### src/rtl/recovery_sequencer_pkg.sv
// Shared core types for the branch-recovery path: address, ROB index and sequencer states.
package recovery_sequencer_pkg;

  localparam int ROB_DEPTH_DEFAULT = 32;

  typedef logic [31:0] address_t;
  typedef logic [$clog2(ROB_DEPTH_DEFAULT)-1:0] rob_idx_t;

  typedef enum logic [1:0] {
    ST_IDLE     = 2'd0,
    ST_FLUSH    = 2'd1,
    ST_WALK     = 2'd2,
    ST_REDIRECT = 2'd3
  } rec_state_e;

endpackage

### src/rtl/recovery_sequencer.sv
// Mispredict recovery: flush the pipe, unwind rename youngest-first, then redirect fetch.
// Latency: FLUSH at T+1, REDIRECT at T+2+n plus any walk_ready stall cycles; walk holds while walk_ready=0.
module recovery_sequencer
  import recovery_sequencer_pkg::*;
#(
  parameter int ROB_DEPTH = ROB_DEPTH_DEFAULT,
  localparam int ROB_IDX_W = $clog2(ROB_DEPTH)
) (
  input  logic                 clk,
  input  logic                 rst_n,
  input  logic                 mispredict_valid,
  input  address_t             mispredict_target,
  input  logic [ROB_IDX_W-1:0] mispredict_rob_idx,
  input  logic [ROB_IDX_W-1:0] rob_tail,
  output logic                 walk_valid,
  output logic [ROB_IDX_W-1:0] walk_idx,
  input  logic                 walk_ready,
  output logic                 flush_req,
  output logic                 stall_req,
  output logic                 load_pc_we,
  output address_t             load_pc_new_pc,
  output logic                 busy,
  output logic [15:0]          recovery_count
);

  localparam logic [ROB_IDX_W-1:0] IDX_ONE = ROB_IDX_W'(1);

  rec_state_e           state;
  address_t             target_q;
  logic [ROB_IDX_W-1:0] stop_idx;
  logic                 walk_empty;
  logic [ROB_IDX_W-1:0] walk_len;

  // Entries younger than the branch; power-of-two depth makes the wrap free.
  assign walk_len = rob_tail - mispredict_rob_idx - IDX_ONE;

  always_ff @(posedge clk) begin
    if (!rst_n) begin
      state          <= ST_IDLE;
      target_q       <= '0;
      stop_idx       <= '0;
      walk_empty     <= 1'b0;
      walk_valid     <= 1'b0;
      walk_idx       <= '0;
      flush_req      <= 1'b0;
      stall_req      <= 1'b0;
      load_pc_we     <= 1'b0;
      load_pc_new_pc <= '0;
      busy           <= 1'b0;
      recovery_count <= '0;
    end else begin
      case (state)
        ST_IDLE: begin
          if (mispredict_valid) begin
            state      <= ST_FLUSH;
            target_q   <= mispredict_target;
            stop_idx   <= mispredict_rob_idx + IDX_ONE;
            walk_idx   <= rob_tail - IDX_ONE;
            walk_empty <= (walk_len == '0);
            flush_req  <= 1'b1;
            stall_req  <= 1'b1;
            busy       <= 1'b1;
          end
        end
        ST_FLUSH: begin
          flush_req <= 1'b0;
          if (walk_empty) begin
            state          <= ST_REDIRECT;
            load_pc_we     <= 1'b1;
            load_pc_new_pc <= target_q;
          end else begin
            state      <= ST_WALK;
            walk_valid <= 1'b1;
          end
        end
        ST_WALK: begin
          if (walk_ready) begin
            // The entry just above the branch is the last one restored.
            if (walk_idx == stop_idx) begin
              state          <= ST_REDIRECT;
              walk_valid     <= 1'b0;
              load_pc_we     <= 1'b1;
              load_pc_new_pc <= target_q;
            end else begin
              walk_idx <= walk_idx - IDX_ONE;
            end
          end
        end
        ST_REDIRECT: begin
          state          <= ST_IDLE;
          load_pc_we     <= 1'b0;
          load_pc_new_pc <= '0;
          stall_req      <= 1'b0;
          busy           <= 1'b0;
          if (recovery_count != 16'hFFFF) recovery_count <= recovery_count + 16'd1;
        end
        default: state <= ST_IDLE;
      endcase
    end
  end

endmodule

### config.mk
export PLATFORM = sky130hd
export DESIGN_NAME = recovery_sequencer
export DESIGN_NICKNAME = d
export VERILOG_FILES = /design/src/rtl/recovery_sequencer_pkg.sv /design/src/rtl/recovery_sequencer.sv
export SDC_FILE = /design/constraint.sdc
export NUM_CORES = 1
export LEC_CHECK = 0
export CORE_UTILIZATION = 50
export CTS_BUF_LIST = sky130_fd_sc_hd__clkbuf_16
export DETAILED_ROUTE_END_ITERATION = 10
export GPL_TIMING_DRIVEN = 0
export PLACE_DENSITY = 0.8
export SLEW_MARGIN = 20
export SYNTH_ARGS = -nofsm -noshare
export SYNTH_HDL_FRONTEND = slang
export SYNTH_SLANG_ARGS = --single-unit
### constraint.sdc
create_clock -name clk -period 2.45 [get_ports clk]
set_input_delay 0.245 -clock clk [delete_from_list [all_inputs] [get_ports clk]]
set_output_delay 0.245 -clock clk [all_outputs]
set_load 0.02 [all_outputs]
==> results of run 1 <==
-- synth_stat cells, types with 2 or more instances --
cell         n
nand2_1    113
dfxtp_1     97
a21oi_1     73
nand3_1     46
nor2_1      32
clkbuf_1    22
xnor2_1     21
inv_1       17
a211oi_1    12
ha_1        12
a21o_1       6
mux2i_1      6
nor3_1       6
and3_1       5
buf_6        4
o31a_1       4
xor2_1       4
buf_1        3
nand2b_1     3
a2111oi_2    2
and2_1       2
buf_2        2
nand4_1      2
nor2b_1      2
nor4_1       2
o211ai_1     2
o21ai_0      2
or2_1        2
or3_1        2
-- where the power goes --
part	leakage, nW	total [mW]	switching, mW	internal, mW
sequential	0.790	2.02	0.189	1.83
combinational	1.15	2.31	1.41	0.902
clock	0.135	1.35	0.643	0.709
-- state kept, by name, summed over array words and instances, names as in the netlist, 2 cells and up --
name	cells
load_pc_new_pc	32
stop_idx	5
target_q	32
recovery_count	16
state	2
walk_idx	5
-- what timing repair did --
action                                  4_1_cts  5_1_grt
hold endpoints to repair                      0        0
gates resized for setup                       0        5
endpoints found under the setup margin        2       21
-- per-layer routing --
layer	share of wire	GRT usage	vias up	wire (um)
met5	0	0	-	0
met4	0.015	0.0833	0	163
met3	0.053	0.0411	13	592
met2	0.50	0.431	128	5530
met1	0.44	0.320	1929	4840
li1	-	-	2026	-
-- critical path: stages (launching register included) --
cell and delay (ns):
dfxtp_1 0.33, inv_1 0.16, ha_1 0.19, clkbuf_4 0.26
mux2i_1 0.26, ha_1 0.27, nor2b_1 0.07, o22ai_1 0.21
nor3_1 0.09, o31a_1 0.30
-- placed cells by master, fill, tap and decap left out, types with 2 or more instances in the layout --
cell	synthesis	final
o211ai_1	2	2
nand3_1	46	46
xnor2_1	21	21
a21o_1	6	6
and3_1	5	5
o31a_1	4	4
inv_6	0	2
nor4_1	2	2
a211oi_1	12	12
nand2b_1	3	3
dfxtp_1	97	97
nand2_1	113	113
ha_1	12	12
buf_1	3	2
xor2_1	4	4
nor2b_1	2	2
clkinvlp_4	0	2
clkbuf_2	0	2
a2111oi_2	2	2
clkbuf_1	22	20
o21ai_0	2	2
clkbuf_16	0	9
and2_1	2	2
nand4_1	2	2
inv_1	17	17
buf_6	4	4
or2_1	2	2
clkdlybuf4s50_1	0	103
mux2i_1	6	6
or3_1	2	2
a21oi_1	73	73
nor2_1	32	32
nor3_1	6	6
-- cells by family (layout without fill, tap and decap cells) --
kind of cell,after synthesis,after routing,synth area share
XOR/XNOR,25,25,0.0508
adder cells (fa/ha/maj),13,13,0.0395
flip-flops,97,97,0.450
AND/OR/NAND/NOR,223,223,0.228
AO/OA/AOI/OAI,114,114,0.166
buffers and inverters,49,167,0.0511
multiplexers,6,6,0.0139
-- final timing paths --
kind	start	endpoint	slack, ns	cells past startpoint
setup / recovery	state[0]$_SDFFE_PN0P_	walk_idx[2]$_SDFFE_PN0P_	0.21	9
hold / removal	load_pc_new_pc[29]$_SDFFE_PN0P_	load_pc_new_pc[29]$_SDFFE_PN0P_	0.45	2
setup reg to reg	state[0]$_SDFFE_PN0P_	walk_idx[2]$_SDFFE_PN0P_	0.21	9
hold reg to reg	load_pc_new_pc[29]$_SDFFE_PN0P_	load_pc_new_pc[29]$_SDFFE_PN0P_	0.45	2
-- area by class of cell --
class	instances	share of cell area
multi-input cells	381	0.373
flip-flops and latches	97	0.337
repair buffers	103	0.179
clock buffers	9	0.0391
plain buffers	31	0.0273
well taps	105	0.0228
clock inverters	7	0.0111
inverters	17	0.0111
-- stage by stage --
stage | setup slack (ns) | std cells
after floorplan | 0.196 | 527
after global routing | 0.0640 | 750
final | 0.207 | 750
after CTS | 0.0922 | 750
after detailed placement | -0.0628 | 735
after global placement | -0.0513 | 735
==> metrics.cfg, run 1 <==
[outcome]
status = finished, final reports clean

[place]
dpl_cell_area_sq_mm = 0.00547
portBuffers = 103
place_hpwl_mm = 8.09
gp_congestion = 0.822

[timing]
period_needed_ns = 2.24
setup_tns_ns = 0
fin_crit_sh = 0.915
slew_headroom = 0.643
hold_viol = 0
worst_pin_slew_ns = 0.536
setup_viol = 0
clock_skew_ns = 0.0119
whs_ns = 0.451
drv_slew = 0
fmaxAchievable_mhz = 446
rsz0062_at_grt = no

[synthesis]
synth_top_area_frac = 0.450
synth.distinct_cells = 50
synth.cell_area_sq_mm = 0.00431
synth_edf_count = 0
syn_area_per_cell_sq_um = 8.18
yosysTopAreaCell = dfxtp_1
ys_warn_count = 0
ys_ff_latch = 97
yosysSeqAreaShare = 0.450
synth_nets = 586
synthTopCellsByArea = dfxtp_1 45%, nand2_1 9.8%, a21oi_1 8.5%
synthCells = 527
ys.flop_type = dfxtp_1
postSynth.asyncResetShare = 0

[floorplan]
io_pins = 104
initial_core_util = 0.520
die_h_um = 94.9
row_count = 33
die-area_sq_mm = 0.00900
coreArea_sq_mm = 0.00830
die_w_um = 94.9

[cells_and_area]
layout-drive-gt1-share = 0.0496
fin_area_sq_mm = 0.00576
synthToLayoutAreaGrowth_pct = 33.7
antennaDiodeCount = 0
nNetsFinal = 699
utilization = 0.695
multi_input_area_sq_mm = 0.00215
fillers = 665
regArea_sq_mm = 0.00194

[routing]
wl_per_cell_um = 14.8
via_per_inst = 5.46
finalWirelength_mm = 11.1
remaining_drc_errors = 0
drt_iter0_drc = 130
num_vias = 4096
ant_nets = 0
first_pass_iters = 5

[clock_network]
postCtsHoldBufs = 0
numCtsBuffers = 9
path_clk_slew_ns = 0.07
cts_tree = yes
cts_buffer_depth = 2
worst_skew_pair.late_latency_ns = 0.34
cts-root-buf = clkbuf_16
post-cts-setup-buffers = 0
htree_levels = 3
cts_sinks = 97

[global_route]
grt_pass1_vias = 3773
grt.overflow.total = 0
grt_max_degree = 20
grt_pass1_wl_mm = 17.7
antenna_found_initial = 0
globalRouteTotalUtil = 0.251

[job]
max_cap_violations = 0

[critical_path]
cp_max_fo = 19
crit_arrival_ns = 2.47
crit_path_end_kind = flip-flop
cp.required_ns = 2.67
crit_type = reg -> reg
worstSetupStartpointType = flip-flop

[power]
ir_drop_v = 0.000546
power_density_mw_per_mm2 = 986
power_mw = 5.68
p_leak_nw = 2.08

[min_path]
hold_path_class = reg -> reg

No activity file was read; power rests on OpenSTA's default activity.
==> run 2, diff against run 1 <==
--- a/config.mk
+++ b/config.mk
@@ -7,6 +7,7 @@
 export LEC_CHECK = 0
 export CORE_UTILIZATION = 50
 export CTS_BUF_LIST = sky130_fd_sc_hd__clkbuf_16
+export CTS_CLUSTER_SIZE = 28
 export DETAILED_ROUTE_END_ITERATION = 10
 export GPL_TIMING_DRIVEN = 0
 export PLACE_DENSITY = 0.8
==> results of run 2 <==
The final DEF is identical to that of run 1; final timing and power are the same.
==> run 3, diff against run 2 <==
--- a/config.mk
+++ b/config.mk
@@ -6,7 +6,6 @@
 export NUM_CORES = 1
 export LEC_CHECK = 0
 export CORE_UTILIZATION = 50
-export CTS_BUF_LIST = sky130_fd_sc_hd__clkbuf_16
 export CTS_CLUSTER_SIZE = 28
 export DETAILED_ROUTE_END_ITERATION = 10
 export GPL_TIMING_DRIVEN = 0
==> run 3 against run 2 <==
Compared with the run above:
- critical path depth did not move
- first-iteration DRC count is 5.4% higher
- clock skew about the same
- wire length fell by 0.36%
- critical path type unchanged
- critical endpoint unchanged
- sequential share of layout area increased by 0.56 points
- final area decreased by 1.6%
- worst hold slack got worse by 0.036 ns
- die area stayed put
==> metrics.cfg, run 3 (synthesis results as in run 1) <==
[outcome]
status = finished, final reports clean

[global_route]
grt_pass1_vias = 3789
grt_max_degree = 20
grt.overflow.total = 0
grt_pass1_wl_mm = 17.5
antenna_found_initial = 0
globalRouteTotalUtil = 0.251

[critical_path]
cp.required_ns = 2.72
crit_path_end_kind = flip-flop
rrSetupSlack_ns = 0.21
reg2reg_to = walk_idx[2]$_SDFFE_PN0P_
ff2ff_path_depth = 9
rr_startpoint = state[0]$_SDFFE_PN0P_
cp-startpoint = state[0]$_SDFFE_PN0P_
worstSetupStartpointType = flip-flop
crit_arrival_ns = 2.51
cp_max_fo = 19
crit_type = reg -> reg

[floorplan]
io_pins = 104
die_w_um = 94.9
row_count = 33
die_h_um = 94.9
die-area_sq_mm = 0.00900
coreArea_sq_mm = 0.00830
initial_core_util = 0.520

[clock_network]
cts-root-buf = clkbuf_8
numCtsBuffers = 9
cts_sinks = 97
worst_skew_pair.late_latency_ns = 0.37
cts_buffer_depth = 2
cts_tree = yes
htree_levels = 3
path_clk_slew_ns = 0.10

[timing]
hold_viol = 0
fin_crit_sh = 0.913
clock_skew_ns = 0.0118
rsz0062_at_grt = no
worst_pin_slew_ns = 0.532
period_needed_ns = 2.24
slew_headroom = 0.646
setup_viol = 0
whs_ns = 0.415
fmaxAchievable_mhz = 447
drv_slew = 0

[cells_and_area]
final_common_cell = nand2_1
synthToLayoutAreaGrowth_pct = 31.5
reg_top3 = load_pc_new_pc: 32 flops, target_q: 32 flops, recovery_count: 16 flops
multi_input_area_sq_mm = 0.00215
final_cell_mix = 113 x nand2_1, 103 x clkdlybuf4s50_1, 97 x dfxtp_1, 73 x a21oi_1, 46 x nand3_1
nNetsFinal = 699
fillers = 681
regArea_sq_mm = 0.00194
antennaDiodeCount = 0
layout-drive-gt1-share = 0.0512
utilization = 0.683
final_cells = 750

[min_path]
hold_depth = 3
hold_path_class = in -> reg
min_to = target_q[29]$_SDFFE_PN0P_
min-delay-start = mispredict_target[29]

[power]
power_mw = 5.35
ir_drop_v = 0.000439
power_density_mw_per_mm2 = 943
p_leak_nw = 2.03

[routing]
via_per_inst = 5.42
finalWirelength_mm = 11.1
first_pass_iters = 5
num_vias = 4064
remaining_drc_errors = 0
ant_nets = 0
drt_iter0_drc = 137
wl_per_cell_um = 14.8

[place]
place_hpwl_mm = 8.09
portBuffers = 103
dp.cells = 735
gp_congestion = 0.822

[job]
max_cap_violations = 0

-- run 3: changes by cell type in the layout (fill, tap and decap cells not counted), sizes merged --
cell	change
clkinv	-1
buf	+1
-- run 3: stage by stage --
step           area [sq um]  setup TNS [ns]  setup slack (ns)
2_1_floorplan          4310               0             0.196
4_1_cts                5670               0            0.0970
6_report               5670               0             0.212
3_5_place_dp           5470          -0.115           -0.0628
3_3_place_gp           5470         -0.0937           -0.0513
5_1_grt                5670               0           0.00735
-- run 3: report_power, final --
part	total [mW]	switching, mW	internal (mW)	leakage (nW)
combinational	2.30	1.40	0.898	1.15
sequential	2.02	0.188	1.83	0.790
clock	1.03	0.611	0.420	0.0942
total	5.35	2.20	3.15	2.03
-- run 3: repair_timing --
item,CTS,global route
pin swaps,0,0
gates resized for setup,0,4
buffers inserted,0,0
endpoints found under the hold margin,0,0
hold buffers,0,0
setup endpoints to repair,2,20
-- run 3: worst max-delay path by stage --
stage	endpoint	slack [ns]	cells after the start
6_report	walk_idx[2]$_SDFFE_PN0P_	0.21	9
5_1_grt	load_pc_new_pc[17]$_SDFFE_PN0P_	0.007	9
4_1_cts	load_pc_new_pc[25]$_SDFFE_PN0P_	0.1	9
3_5_place_dp	walk_idx[2]$_SDFFE_PN0P_	-0.06	10
3_3_place_gp	walk_idx[4]$_SDFFE_PN0P_	-0.05	9
2_1_floorplan	walk_idx[4]$_SDFFE_PN0P_	0.20	9
-- run 3: layout make-up --
type	instances	area share
plain buffers	31	0.0274
clock buffers	10	0.0243
clock inverters	6	0.0106
inverters	17	0.0113
multi-input cells	381	0.379
flip-flops and latches	97	0.342
well taps	105	0.0232
repair buffers	103	0.182
-- run 3: worst max-delay path, cell delays in order, from the launching register on --
cell     delay [ns]
dfxtp_1        0.34
inv_1          0.16
ha_1           0.18
buf_2          0.31
mux2i_1        0.28
ha_1           0.27
nor2b_1        0.07
o22ai_1        0.17
nor3_1         0.07
o31a_1         0.29
-- run 3: layer usage --
layer	share of wire	track usage	up-vias
li1	-	-	2021
met1	0.44	0.320	1912
met2	0.49	0.420	113
met3	0.055	0.0523	18
met4	0.017	0.0884	0
met5	0	0	-
==> patch: new RTL, flow settings as in run 1 <==
Re-encode `rec_state_e` (4 states) as Gray code, 2 bits wide.
--- a/src/rtl/recovery_sequencer_pkg.sv
+++ b/src/rtl/recovery_sequencer_pkg.sv
@@ -9,6 +9,6 @@
   typedef enum logic [1:0] {
-    ST_IDLE     = 2'd0,
-    ST_FLUSH    = 2'd1,
-    ST_WALK     = 2'd2,
-    ST_REDIRECT = 2'd3
+    ST_IDLE     = 2'b00,
+    ST_FLUSH    = 2'b01,
+    ST_WALK     = 2'b11,
+    ST_REDIRECT = 2'b10
   } rec_state_e;
Check against the original RTL: no difference found for any inputs over 4 cycles, from zero or initial values and one cycle with rst_n low; so few cycles prove little.
==> patch against run 1 <==
- wire length decreased by 10%
- design area decreased by 3.8%
- sequential cell count unchanged
- utilization increased by 1.2 points
- setup slack got worse by 0.0077 ns
- non-clock buffer count decreased by 5
- area after synthesis decreased by 4.6%
- critical endpoint is now walk_idx[4]
- highest routed layer unchanged
Power is not compared: it rests on default switching activity, and its combinational part moved more than twofold at a synthesized area within 25%.
==> patch: results (changes against run 1) <==
* Highest routed layer: met4
* WL met1 at 4480 um (-7.4%)
* Largest delay share family, worst path: compound AO/OA/AOI/OAI gates
* Status: complete, no violations
* Fin Hold WS at 0.327 ns (-0.124 ns)
* Post-Syn Nets at 518 (-12%)
* PortBufs at 102 (-0.97%)
* Fillers at 641 (-3.6%)
* Final WL at 9960 um (-10%)
* Met1 Resource Use GR at 0.303 (-0.0171)
* Most numerous cell in the Yosys netlist: dfxtp_1
* Initial DRC count at 103 (-21%)
* Number of post-CTS setup repair buffers at 0 (unchanged)
* GRT Total Usage at 0.244 (-0.00713)
* Most frequent cells after synthesis: dfxtp_1 (97), nand2_1 (78), nor2_1 (56)
* Met3 Use GR at 0.0525 (+0.0115)
* Worst reg-to-reg setup slack at 0.20 ns
* Biggest regs: load_pc_new_pc: 32 flops, target_q: 32 flops, recovery_count: 16 flops
* Sequential area share after synthesis at 0.472 (+0.0219)
* Layout Nets at 631 (-9.7%)
* HP Class: input pin to flop
* CP peak stage delay at 0.41 ns (+0.08 ns)
* CP arrival at 2.51 ns (+0.04 ns)
* Netlist cell types at 48 (-4.0%)
* Synth top area cells: dfxtp_1 (47%), mux2i_1 (9.5%), nand2_1 (7.1%)
* Share of cells above drive strength 1 at 0.0567 (+0.00709)
* H-tree levels at 3 (unchanged)
* Skew-Pair Late Insertion Delay at 0.34 ns (about the same)
* First-pass GRT wire length at 16400 um (-7.1%)
* Met2 Resource Use GR at 0.421 (-0.0101)
* Num CTS Buffers at 9 (unchanged)
* Routability cong. at 0.804 (-2.2%)
* Antenna cells at 0 (unchanged)
* Number of gates resized after CTS at 0 (unchanged)
* Leakage dissipation at around 2.3 nW
* WL met2 at 4870 um (-12%)
* Clock Skews at 0.00795 ns (-0.00393 ns)
* Synth warnings at 0 (unchanged)
* Vias per cell at 5.30 (-3.0%)
* Largest net degree at the start of global routing at 19 (-5.0%)
* Pre-antenna DRT Iters at 4 (-1)
* CTS clk-pin slew, worst paths at 0.07 ns (about the same)
* Crit Path Max Fanout at 10 (-9)
* WL met3 at 486 um (-18%)
* Vias in the first global route at 3476 (-7.9%)
* Peak supply drop at 445 uV
* DP HPWL at 7310 um (-9.7%)
* Max-Slew Margin vs Limit at 0.576 (-0.0665)
* CP max-delay cell: dfxtp_1
[patch: path summary, 6_finish.rpt]
check,cells past startpoint,start,endpoint
setup / recovery,8,state[1],walk_idx[4]
hold / removal,2,rst_n,recovery_count[3]
setup reg to reg,8,state[1],walk_idx[4]
hold reg to reg,2,target_q[27],target_q[27]
[patch: where the power goes]
group          switching [mW]  internal [mW]  total [mW]
combinational           0.311          0.264       0.575
clock                   0.635          0.706        1.34
sequential             0.0524           1.65        1.70
total                   0.999           2.62        3.62
[patch: cell families (layout without fill, tap and decap cells)]
kind of cell	after synthesis	count (layout)	synth area share
AO/OA/AOI/OAI	82	82	0.127
XOR/XNOR	22	22	0.0469
adder cells (fa/ha/maj)	8	8	0.0262
buffers and inverters	42	160	0.0469
flip-flops	97	97	0.472
multiplexers	39	39	0.0949
AND/OR/NAND/NOR	174	174	0.186
[patch: per-stage QoR]
| step | total power, mW | utilization | setup slack [ns] | area (um2) | cells |
|---|---|---|---|---|---|
| floorplan | 2.09 | - | 0.617 | 4110 | 464 |
| global placement | 2.30 | 0.670 | 0.326 | 5260 | 668 |
| detailed placement | 2.31 | 0.670 | 0.235 | 5260 | 668 |
| CTS | 3.64 | 0.707 | 0.214 | 5550 | 684 |
| global route | 3.77 | 0.707 | 0.00746 | 5550 | 684 |
| finish | 3.62 | 0.707 | 0.200 | 5550 | 684 |
[patch: cell type report]
class	count	area share
tap	102	0.0230
multi-input combinational	325	0.356
sequential	97	0.350
timing repair buffer	102	0.184
clock buffer	9	0.0406
buffer	27	0.0246
inverter	15	0.0101
clock inverter	7	0.0113
[patch: worst reg2reg max path, delay by kind of cell, from the launching register on]
family	cells	cell delay [ns]
adders and majority gates	1	0.29
AOI/OAI and AO/OA	3	0.58
muxes	2	0.42
and+or+nand+nor	1	0.23
DFF	1	0.41
buffers and inverters	1	0.24
